## src/rtl/sector_responder.sv

```systemverilog
`timescale 1ns/1ps
`default_nettype none
// ============================================================================
// Module      : sector_responder
// Description : Issues one SD sector read per request and routes the 512
//               streamed bytes by selector: directory cluster field, FAT
//               cluster entry (may straddle sectors), song data to a FIFO,
//               or discard.
//               Optional macro XFER_COUNT_EN adds sectors_read/dropped_req
//               counters.
// Revision    : 1.0 - initial release
// ============================================================================
module sector_responder #(
  parameter int DIR_OFS = 0
) (
  input  logic        clk,
  input  logic        rst,
  input  logic        valid_address,
  input  logic [31:0] SDaddress,
  input  logic [1:0]  selector,
  input  logic [31:0] target_byte,
  input  logic [31:0] cluster_offset,
  input  logic        sd_ready,
  input  logic        sd_byte_available,
  input  logic [7:0]  sd_dout,
  output logic        sd_rd,
  output logic [31:0] sd_address,
  output logic        done,
  output logic        valid_directory,
  output logic [15:0] directory_data,
  output logic        valid_cluster,
  output logic [23:0] cluster_data,
  output logic        fifo_wr,
  output logic [7:0]  fifo_byte
`ifdef XFER_COUNT_EN
  ,
  output logic [15:0] sectors_read,
  output logic [7:0]  dropped_req
`endif
);

  typedef enum logic [2:0] {
    S_BOOT   = 3'd0,
    S_IDLE   = 3'd1,
    S_ISSUE  = 3'd2,
    S_STREAM = 3'd3,
    S_FINISH = 3'd4
  } state_t;

  localparam logic [1:0] c_sel_dir  = 2'd0;
  localparam logic [1:0] c_sel_fat  = 2'd1;
  localparam logic [1:0] c_sel_song = 2'd2;
  localparam logic [8:0] c_last_idx = 9'd511;
  localparam logic [8:0] c_dir_hi   = 9'(DIR_OFS + 26);
  localparam logic [8:0] c_dir_lo   = 9'(DIR_OFS + 27);

  state_t     r_state;
  logic [1:0] r_sel;
  logic [8:0] r_target;
  logic [1:0] r_count;
  logic [8:0] r_index;
  logic [1:0] r_collected;
  logic       r_avail_q;

  logic       w_edge;
  logic [9:0] w_win_end;
  logic       w_in_window;
  logic       w_unused;

  // New byte: level went high since the previous clock
  assign w_edge      = sd_byte_available & ~r_avail_q;
  // FAT window is [target, target+count); 10 bits so it can run past 511
  assign w_win_end   = {1'b0, r_target} + {8'd0, r_count};
  assign w_in_window = ({1'b0, r_index} >= {1'b0, r_target}) &&
                       ({1'b0, r_index} <  w_win_end);
  // Only the low bits of these request fields carry meaning
  assign w_unused    = &{1'b0, target_byte[31:9], cluster_offset[31:2]};

  // Main request/stream state machine with registered outputs
  always_ff @(posedge clk or posedge rst) begin
    if (rst) begin
      r_state         <= S_BOOT;
      r_sel           <= 2'd0;
      r_target        <= 9'd0;
      r_count         <= 2'd0;
      r_index         <= 9'd0;
      r_collected     <= 2'd0;
      r_avail_q       <= 1'b0;
      sd_rd           <= 1'b0;
      sd_address      <= 32'd0;
      done            <= 1'b0;
      valid_directory <= 1'b0;
      directory_data  <= 16'd0;
      valid_cluster   <= 1'b0;
      cluster_data    <= 24'd0;
      fifo_wr         <= 1'b0;
      fifo_byte       <= 8'd0;
    end else begin
      done            <= 1'b0;
      valid_directory <= 1'b0;
      valid_cluster   <= 1'b0;
      fifo_wr         <= 1'b0;
      r_avail_q       <= sd_byte_available;
      case (r_state)
        S_BOOT: begin
          if (sd_ready) begin
            done    <= 1'b1;
            r_state <= S_IDLE;
          end
        end
        S_IDLE: begin
          if (valid_address) begin
            r_sel      <= selector;
            r_target   <= target_byte[8:0];
            // An offset of zero means a full three-byte entry
            r_count    <= (cluster_offset[1:0] == 2'd0) ? 2'd3 : cluster_offset[1:0];
            sd_address <= SDaddress;
            sd_rd      <= 1'b1;
            // Only back-to-back FAT reads may continue a straddling entry
            if (selector != c_sel_fat) r_collected <= 2'd0;
            r_state    <= S_ISSUE;
          end
        end
        S_ISSUE: begin
          // Controller dropping ready is the acknowledge of the read strobe
          if (!sd_ready) begin
            sd_rd   <= 1'b0;
            r_index <= 9'd0;
            r_state <= S_STREAM;
          end
        end
        S_STREAM: begin
          if (w_edge) begin
            if (r_sel == c_sel_song) begin
              fifo_wr   <= 1'b1;
              fifo_byte <= sd_dout;
            end
            if (r_sel == c_sel_dir) begin
              if (r_index == c_dir_hi) directory_data[15:8] <= sd_dout;
              if (r_index == c_dir_lo) directory_data[7:0]  <= sd_dout;
            end
            if ((r_sel == c_sel_fat) && w_in_window) begin
              cluster_data <= {cluster_data[15:0], sd_dout};
              if (r_collected != 2'd3) r_collected <= r_collected + 2'd1;
            end
            if (r_index == c_last_idx) r_state <= S_FINISH;
            else                       r_index <= r_index + 9'd1;
          end
        end
        S_FINISH: begin
          if (sd_ready) begin
            done <= 1'b1;
            if (r_sel == c_sel_dir) valid_directory <= 1'b1;
            if ((r_sel == c_sel_fat) && (r_collected == 2'd3)) begin
              valid_cluster <= 1'b1;
              r_collected   <= 2'd0;
            end
            r_state <= S_IDLE;
          end
        end
        default: r_state <= S_BOOT;
      endcase
    end
  end

`ifdef XFER_COUNT_EN
  // Transfer statistics: completed sectors (wrapping) and ignored requests (saturating)
  always_ff @(posedge clk or posedge rst) begin
    if (rst) begin
      sectors_read <= 16'd0;
      dropped_req  <= 8'd0;
    end else begin
      if ((r_state == S_FINISH) && sd_ready) sectors_read <= sectors_read + 16'd1;
      if (valid_address && (r_state != S_IDLE) && (dropped_req != 8'hFF))
        dropped_req <= dropped_req + 8'd1;
    end
  end
`endif

endmodule
`default_nettype wire

```

## config.mk

```make
export PLATFORM = sky130hd
export DESIGN_NAME = sector_responder
export DESIGN_NICKNAME = d
export VERILOG_FILES = /design/src/rtl/sector_responder.sv
export SDC_FILE = /design/constraint.sdc
export NUM_CORES = 1
export LEC_CHECK = 0
export BUFFER_PORTS_ARGS = -buffer_cell sky130_fd_sc_hd__clkbuf_2
export CAP_MARGIN = 15
export CELL_PAD_IN_SITES_DETAIL_PLACEMENT = 1
export CELL_PAD_IN_SITES_GLOBAL_PLACEMENT = 1
export CORE_UTILIZATION = 35
export DETAILED_ROUTE_END_ITERATION = 16
export PLACE_DENSITY_LB_ADDON = 0.1
export SYNTH_ARGS = -nofsm -noshare
export SYNTH_HDL_FRONTEND = slang
export SYNTH_SLANG_ARGS = --single-unit
```

## constraint.sdc

```tcl
create_clock -name clk -period 7.2 [get_ports clk]
set_input_delay 1.44 -clock clk [delete_from_list [all_inputs] [get_ports clk]]
set_output_delay 1.44 -clock clk [all_outputs]
set_load 0.01 [all_outputs]
```

After elaboration in Yosys (flattened, before gate mapping)
Cells that the tools add are included.
{ "totals": {"memories": 0, "latchBits": 0, "input_bits": 111, "ramBits": 0, "romBits": 0, "output_inout_bits": 85, "wordCells": 99, "ff_bits": 113} }
{ "classes": {"n_mux": 33, "n_reduce_logical": 19, "n_bitwise": 2, "n_shift": 0, "div": 0, "n_addsub": 3, "order_cmp": 2, "eq_ne": 23, "n_mul": 0} }
{ "op_table": {"columns": ["cell", "count"], "rows": [
  ["2-to-1 mux 9 bit", 3],
  ["!= test 2 bit (second input constant)", 11],
  ["equality test 9 x 5 -> 1 bit (second input constant)", 2],
  ["case mux 9 bit (2 select lines)", 1],
  ["2-to-1 mux 2 bit", 8],
  ["2-to-1 mux 3 bit", 5],
  ["2-to-1 mux 1 bit", 13],
  ["case mux 3 bit (4 select lines)", 1],
  ["AND reduction 4 bit", 3],
  ["adder 9 x 2 -> 10 bit", 1],
  ["< comparator 9 x 10 -> 1 bit", 1],
  ["adder 9 x 1 -> 9 bit (second input constant)", 1],
  ["equality test 9 bit (second input constant)", 1],
  ["greater-or-equal comparator 9 bit", 1],
  ["AND reduction 3 bit", 3],
  ["AND reduction 8 bit", 1],
  ["equality test 3 x 2 -> 1 bit (second input constant)", 2],
  ["case mux 2 bit (3 select lines)", 1],
  ["AND reduction 5 bit", 1],
  ["equality test 2 bit (second input constant)", 2],
  ["logical NOT 2 bit", 2],
  ["!= test 2 x 1 -> 1 bit (second input constant)", 2],
  ["nonzero test 2 bit", 2],
  ["equality test 3 x 1 -> 1 bit (second input constant)", 1],
  ["other kinds (11)", 13]
]} }

Logic depth before layout (Yosys ltp)
Gate-level depths: netlist of run 1.
{ "depth": {"word_depth": 7, "mapped_depth": 15, "ltp_nobuf": 13} }

Worst setup path after synthesis of run 1
No wires, ideal clock.
{ "synth_path": {"kind": "register to register", "start": "register r_target[0]", "end": "register cluster_data[10]", "n_path_buf": 2, "stages_incl_launch_ff": 16, "t_arrival_ns": 3.175, "setup_ns": 0.125, "synth_period_minus_slack_ns": 3.300, "slack_ns": 3.900, "t_required_ns": 7.075, "path_cell_list": "dfrtp_1 ha_1 inv_1 fa_1 nor4_1 nand3_1 xnor2_1 ha_1 nor4b_1 o21ai_0 a21oi_1 o221ai_2 or2_1 buf_6 buf_12 mux2_4"} }
{ "synth_between": {"elab_chain_len": 5, "elab_cells_between_ends": 6, "cone_classes": "add/sub: 1; order compare: 2; reduce/logical: 3"} }
{ "synth_rtl": {"columns": ["item", "line", "rtl"], "rows": [
  ["from (decl)", "59", "logic [8:0] r_target;"],
  ["from (signal assigned)", "114", "r_target <= target_byte[8:0];"],
  ["adder 9 x 2 -> 10 bit", "73", "assign w_win_end = {1'b0, r_target} + {8'd0, r_count};"],
  ["< comparator 9 x 10 -> 1 bit", "75", "({1'b0, r_index} < w_win_end);"],
  ["logical AND 1 bit (*)", "74", "assign w_in_window = ({1'b0, r_index} >= {1'b0, r_target}) &&"],
  ["logical AND 1 bit (*)", "142", "if ((r_sel == c_sel_fat) && w_in_window) begin"],
  ["AND reduction 3 bit (no line) (*)", null, null],
  ["to (signal assigned)", "143", "cluster_data <= {cluster_data[15:0], sd_dout};"],
  ["to (decl)", "32", "output logic [23:0] cluster_data,"]
]} }
Every way passes the cells marked *; elsewhere a longest branch is shown, timed or not.
A chain may end at the register's enable or synchronous reset.

Worst setup path after layout of run 1
{ "layout_path": {"start": "register r_target[0]", "end": "register cluster_data[14]"} }
The elaborated chain is that of the path after synthesis.

==> results of run 1 <==
-- area by class of cell --
| cell class | count | area [um^2] |
|---|---|---|
| inverters | 17 | 66.3 |
| multi-input cells | 246 | 2150 |
| fillers | 1529 | 7510 |
| repair buffers | 146 | 741 |
| well taps | 180 | 225 |
| clock inverters | 10 | 111 |
| clock buffers | 21 | 460 |
| flip-flops and latches | 113 | 2830 |
-- metal layers --
layer / GRT usage, % / vias to the layer above / wire length [um]
li1: - / 1683 / -
met1: 22.1 / 1757 / 5410
met2: 28.2 / 106 / 5830
met3: 7.06 / 15 / 846
met4: 6.10 / 0 / 162
met5: 0 / - / 0
-- flip-flops by register name, summed over array words and instances (netlist names), 3 cells and up --
name / cells
r_index: 9
sd_address: 32
fifo_byte: 8
r_target: 9
r_state: 3
directory_data: 16
cluster_data: 24
-- cells by family after synthesis --
logic type / synth area share, %
AO/OA/AOI/OAI: 5.41
adder cells (fa/ha/maj): 5.99
AND/OR/NAND/NOR: 8.94
multiplexers: 19.5
XOR/XNOR: 1.87
flip-flops: 55.0
buffers and inverters: 3.26
-- final timing paths --
check / cells past startpoint / startpoint / end
max in group asynchronous: 3 / rst / r_target[8]
setup / recovery: 14 / r_target[0] / cluster_data[14]
min in group asynchronous: 2 / rst / sd_address[25]
hold / removal: 1 / cluster_data[18] / cluster_data[18]
hold reg to reg: 1 / cluster_data[18] / cluster_data[18]
setup reg to reg: 14 / r_target[0] / cluster_data[14]
-- Yosys cell counts (all sizes together), types with 7 or more instances --
library cell	number
nor2	17
dfrtp	113
buf	8
mux2	83
xnor2	10
a21oi	8
nand2	22
ha	23
o21ai	23
nor2b	7
clkbuf	7
inv	17
nand3	9
-- power by group through the flow --
stage               sequential, mW  clock, mW  combinational, mW
floorplan                    0.998          0              0.474
CTS                          0.967      0.824              0.802
global route                 0.996      0.855              0.891
detailed placement           0.972          0              0.797
global placement             0.964          0              0.778
finish                       0.963      0.802              0.783
-- through the flow --
| step | utilization (%) | total power [mW] | worst slack (ns) | instance area [um^2] | cells |
|---|---|---|---|---|---|
| 5_1_grt | 46.7 | 2.74 | 3.08 | 6580 | 733 |
| 4_1_cts | 46.7 | 2.59 | 3.31 | 6580 | 733 |
| 3_5_place_dp | 42.6 | 1.77 | 3.35 | 6010 | 702 |
| 6_report | 46.7 | 2.55 | 3.40 | 6580 | 733 |
| 2_1_floorplan | - | 1.47 | 2.77 | 5140 | 391 |
| 3_3_place_gp | 42.6 | 1.74 | 3.42 | 6010 | 702 |
==> run summary, run 1 <==
Iteration-0 DRC Markers - 120
Clock buffer depth - 2
Peak VDD IR - 0.182 mV
Syn nets - 526
I/O pins - 196
Synth area leaders - dfrtp_1 (55%), mux2_2 (14%), ha_1 (5.6%)
Post-synth ARST share - 100%
Static Leakage - 3.37 nW
Pwr/cell area - 387 mW/mm^2
Root buf cell - clkbuf_16
Final Hold Viols - 0
GP Congestion - 0.787
Skew-Pair Late Insertion Delay - 0.40 ns
Die width - 123 um
DR pass1 iterations - 4
PortBufs - 142
Worst hold slack - 0.500 ns
Maxcap violations - 0
Library cells used by synthesis - 48
Post-synth EDFFs - 0
Detailed-route wire length per cell - 16.7 um
Seq/Total Area, Yosys - 55.0%
Fin nets - 676
Switching power - 0.826 mW
Worst-path maximum fanout - 26
Final WL - 12,200 um
Post-cts sizing count - 0
Element type at the critical path end - register
Detail Placement HPWL - 8890 um
# diodes - 0
Post-CTS Setup Bufs - 0
CP startpoint kind - register
Initial antenna violation count - 0
Status - completed
Sequential share of power - 37.8%
Total track usage - 17.8%
Starting Density - 36.5%
Gr ovfl total - 0
Crit path cell chain - ha_1 > inv_1 > fa_1 > nor4_1 > nand3_1 > xnor2_1 > ha_1 > nor4b_1 > o21ai_0 > a21oi_1 > o221ai_2 > or2_1 > buf_4 > mux2_4
Row Count - 43
P&R area growth vs syn - 28.1%
Chip Height - 123 um
Fin Clk Skew - 0.00717 ns
Yosys top cell by area - dfrtp_1
Hold Path Class - reg -> reg
Most common cell after layout, fill and taps aside - clkbuf_2
CTS Buf Count - 17
Fin crit period - 3.80 ns
CP Buf/Inv Count - 2
Synth top area share - 55.0%
Slowest cell on crit path - nor4_1
Fin. max-slew vios - 0
First-pass GRT wire length - 20,300 um
Sw frac - 32.4%
Fmax - 263 MHz
Crit share post-route - 52.8%
Largest stage delay on the critical path - 0.48 ns
Top Family by Delay on Critical Path - simple AND/OR/NAND/NOR gates
Slew margin rel. - 41.1%
Core Footprint - 0.0141 mm^2
H-tree depth - 4
# setup viols final - 0
DR vias/cell - 4.86
Critical path arrival - 4.08 ns
Clock network power share - 31.5%
Gate power share - 30.7%
Vias - 3,561
Post-Route Setup TNS - 0 ns
Final ANT Viol Nets - 0
RSZ-0062 raised after global routing - false
Yosys reg bits - 113
Cell Area, Synth - 0.00514 mm^2
Ys flop type - dfrtp_1
Vias in the first global route - 3,956
WS Path Type - reg -> reg
Synth Area per Inst - 13.1 um^2
YS warnings - 0
Hold buffers post-CTS - 0
Req. time, crit path - 7.48 ns
Worst reg-to-reg setup slack - 3.40 ns
Slew @ Worst Pin - 0.880 ns
Cell count after synthesis - 391
Die area - 0.0152 mm^2
Ratio of cells with drive above 1 in the final layout - 48.8%
Sink Count - 113
Pint - 1.72 mW
# DRC - 0
Most frequent cells in the layout - clkbuf_2 (142), dfrtp_1 (113), mux2_2 (65)
CTS tree - done
Register clock-pin slew on the reported worst setup and hold paths - 0.05 ns
Critical path's most frequent cell - ha_1
Pin count of the biggest net entering global routing - 69
Note: power is estimated with default switching activity, not from simulation.
==> inputs of run 2 (changes only) <==
clock period = 3.94 ns   (was 7.2 ns; I/O delays follow)
==> run summary, run 2 (synthesized netlist as in run 1, its figures left out) <==
Status - completed
Worst-path maximum fanout - 26 (unchanged)
Post-cts sizing count - 0 (unchanged)
Most frequent cells in the layout - clkbuf_2 (142), dfrtp_1 (113), mux2_2 (65)
GP Congestion - 0.791 (+0.48%)
Pwr/cell area - 731 mW/mm^2 (+89%)
Fin nets - 679 (+0.44%)
Metal-1 WL - 5170 um (-4.4%)
Fin crit period - 3.60 ns (-0.200 ns)
# setup viols final - 0 (unchanged)
Fin Clk Skew - 0.00619 ns (-0.000980 ns)
Fillers - 1,510 (-1.2%)
Chip Height - 123 um (unchanged)
Critical path arrival - 3.89 ns (-0.19 ns)
Placed cell area - 0.00604 mm^2 (+0.58%)
Final ANT Viol Nets - 0 (unchanged)
Highest routed layer - met4
Dpl ws - 0.277 ns (-3.07 ns)
CP startpoint kind - register
First-pass GRT wire length - 19,900 um (-1.8%)
Hold buffers post-CTS - 0 (unchanged)
Ratio of cells with drive above 1 in the final layout - 49.0% (+0.19 points)
Skew-Pair Late Insertion Delay - 0.41 ns (about the same)
Hold Path Class - reg -> reg
Static Leakage - 3.42 nW (+1.7%)
Final WL - 12,100 um (-1.1%)
Starting Density - 36.5% (unchanged)
Largest Register - sd_address
Total track usage - 17.6% (-0.27 points)
Die area - 0.0152 mm^2 (unchanged)
Register area - 0.00283 mm^2 (unchanged)
Clock buffer depth - 2 (unchanged)
Met3 wire length - 950 um (+12%)
Sequential share of power - 35.9% (-1.9 points)
Initial antenna violation count - 0 (unchanged)
DR pass1 iterations - 4 (unchanged)
# DRC - 0 (unchanged)
Max reg flops - 32 (unchanged)
Row Count - 43 (unchanged)
Vias in the first global route - 3,825 (-3.3%)
Fin. max-slew vios - 0 (unchanged)
P&R area growth vs syn - 30.4%
Pin count of the biggest net entering global routing - 84 (+22%)
Core Util, Final - 47.5% (+0.84 points)
Post-Route Setup TNS - 0 ns (unchanged)
Pint - 3.37 mW (+96%)
Clock network power share - 34.6% (+3.1 points)
Final Hold Viols - 0 (unchanged)
Sink Count - 113 (unchanged)
Die width - 123 um (unchanged)
Vias - 3,573 (+0.34%)
Iteration-0 DRC Markers - 109 (-9.2%)
Most common cell after layout, fill and taps aside - clkbuf_2
Final Power - 4.90 mW (+92%)
Fmax - 278 MHz (+5.5%)
Post-route cell area - 0.00670 mm^2 (+1.8%)
Switching power - 1.53 mW (+85%)
Core Footprint - 0.0141 mm^2 (unchanged)
Peak VDD IR - 0.314 mV (+73%)
# diodes - 0 (unchanged)
Req. time, crit path - 4.23 ns (-3.25 ns)
Gate power share - 29.4% (-1.3 points)
H-tree depth - 4 (unchanged)
Crit share post-route - 91.4% (+39 points)
Largest registers - sd_address: 32 flops, cluster_data: 24 flops, directory_data: 16 flops
Final Worst Setup Slack - 0.339 ns (-3.06 ns)
Sw frac - 31.2% (-1.2 points)
I/O pins - 196 (unchanged)
Root buf cell - clkbuf_16
WS Path Type - reg -> reg
Slew margin rel. - 32.2% (-8.9 points)
Detailed-route wire length per cell - 16.4 um (-1.6%)
Element type at the critical path end - register
Maxcap violations - 0 (unchanged)
Area of the multi-input gates - 0.00215 mm^2 (unchanged)
DR vias/cell - 4.85 (-0.21%)
RSZ-0062 raised after global routing - false
Gr ovfl total - 0 (unchanged)
Detail Placement HPWL - 8890 um (about the same)
Slew @ Worst Pin - 1.02 ns (+0.137 ns)
CTS Buf Count - 17 (unchanged)
Routed wl met2 - 5800 um (-0.63%)
PortBufs - 142 (unchanged)
CTS tree - done
Register clock-pin slew on the reported worst setup and hold paths - 0.05 ns (about the same)
Post-CTS Setup Bufs - 0 (unchanged)
## run 2: cell count changes in the layout (fill, tap and decap cells not counted)
cell,previous run,this run
bufinv_16,2,5
buf_12,0,1
clkinv_4,3,2
clkinv_2,5,2
clkbuf_8,2,3
clkbuf_1,2,3
buf_4,4,6
## run 2: worst max-delay path, stage by stage, from the launching register on
cell,delay [ns]
dfrtp_1,0.37
ha_1,0.18
inv_1,0.06
fa_1,0.43
nor4_1,0.30
buf_4,0.18
nand3_1,0.09
xnor2_1,0.14
ha_1,0.20
nor4b_1,0.25
o21ai_0,0.14
a21oi_1,0.18
o221ai_2,0.17
or2_1,0.29
buf_12,0.19
mux2_4,0.31
## run 2: per-stage QoR
| stage | hold WS (ns) | std cells |
|---|---|---|
| finish | 0.501 | 737 |
| global route | 0.505 | 737 |
| CTS | 0.498 | 737 |
| detailed placement | 0.493 | 705 |
| global placement | 0.481 | 705 |
| floorplan | 0.457 | 391 |
## run 2: final timing paths
kind,slack [ns],depth (start not counted),start,end
setup / recovery,0.34,15,r_target[0],cluster_data[14]
hold / removal,0.50,2,sd_rd,sd_rd
setup reg to reg,0.34,15,r_target[0],cluster_data[14]
hold reg to reg,0.50,2,sd_rd,sd_rd
max in group asynchronous,2.51,3,rst,sd_address[18]
min in group asynchronous,0.59,2,rst,fifo_byte[0]
## run 2: cell type report
type / count / share of cell area [%]
multi-input cells: 246 / 32.1
clock buffers: 23 / 7.13
repair buffers: 149 / 11.6
flip-flops and latches: 113 / 42.2
inverters: 17 / 0.990
well taps: 180 / 3.36
clock inverters: 9 / 2.65
## run 2: per-layer routing
metal / global-route usage, % / up-vias
met2: 28.0 / 107
li1: - / 1682
met1: 20.9 / 1766
met5: 0 / -
met3: 7.47 / 18
met4: 7.00 / 0
## run 2: power groups by stage
stage	combinational (mW)	clock, mW	sequential [mW]
after floorplan	0.865	0	1.82
after global placement	1.43	0	1.76
after detailed placement	1.47	0	1.77
after CTS	1.48	1.74	1.77
after global routing	1.62	1.79	1.81
final	1.44	1.70	1.76
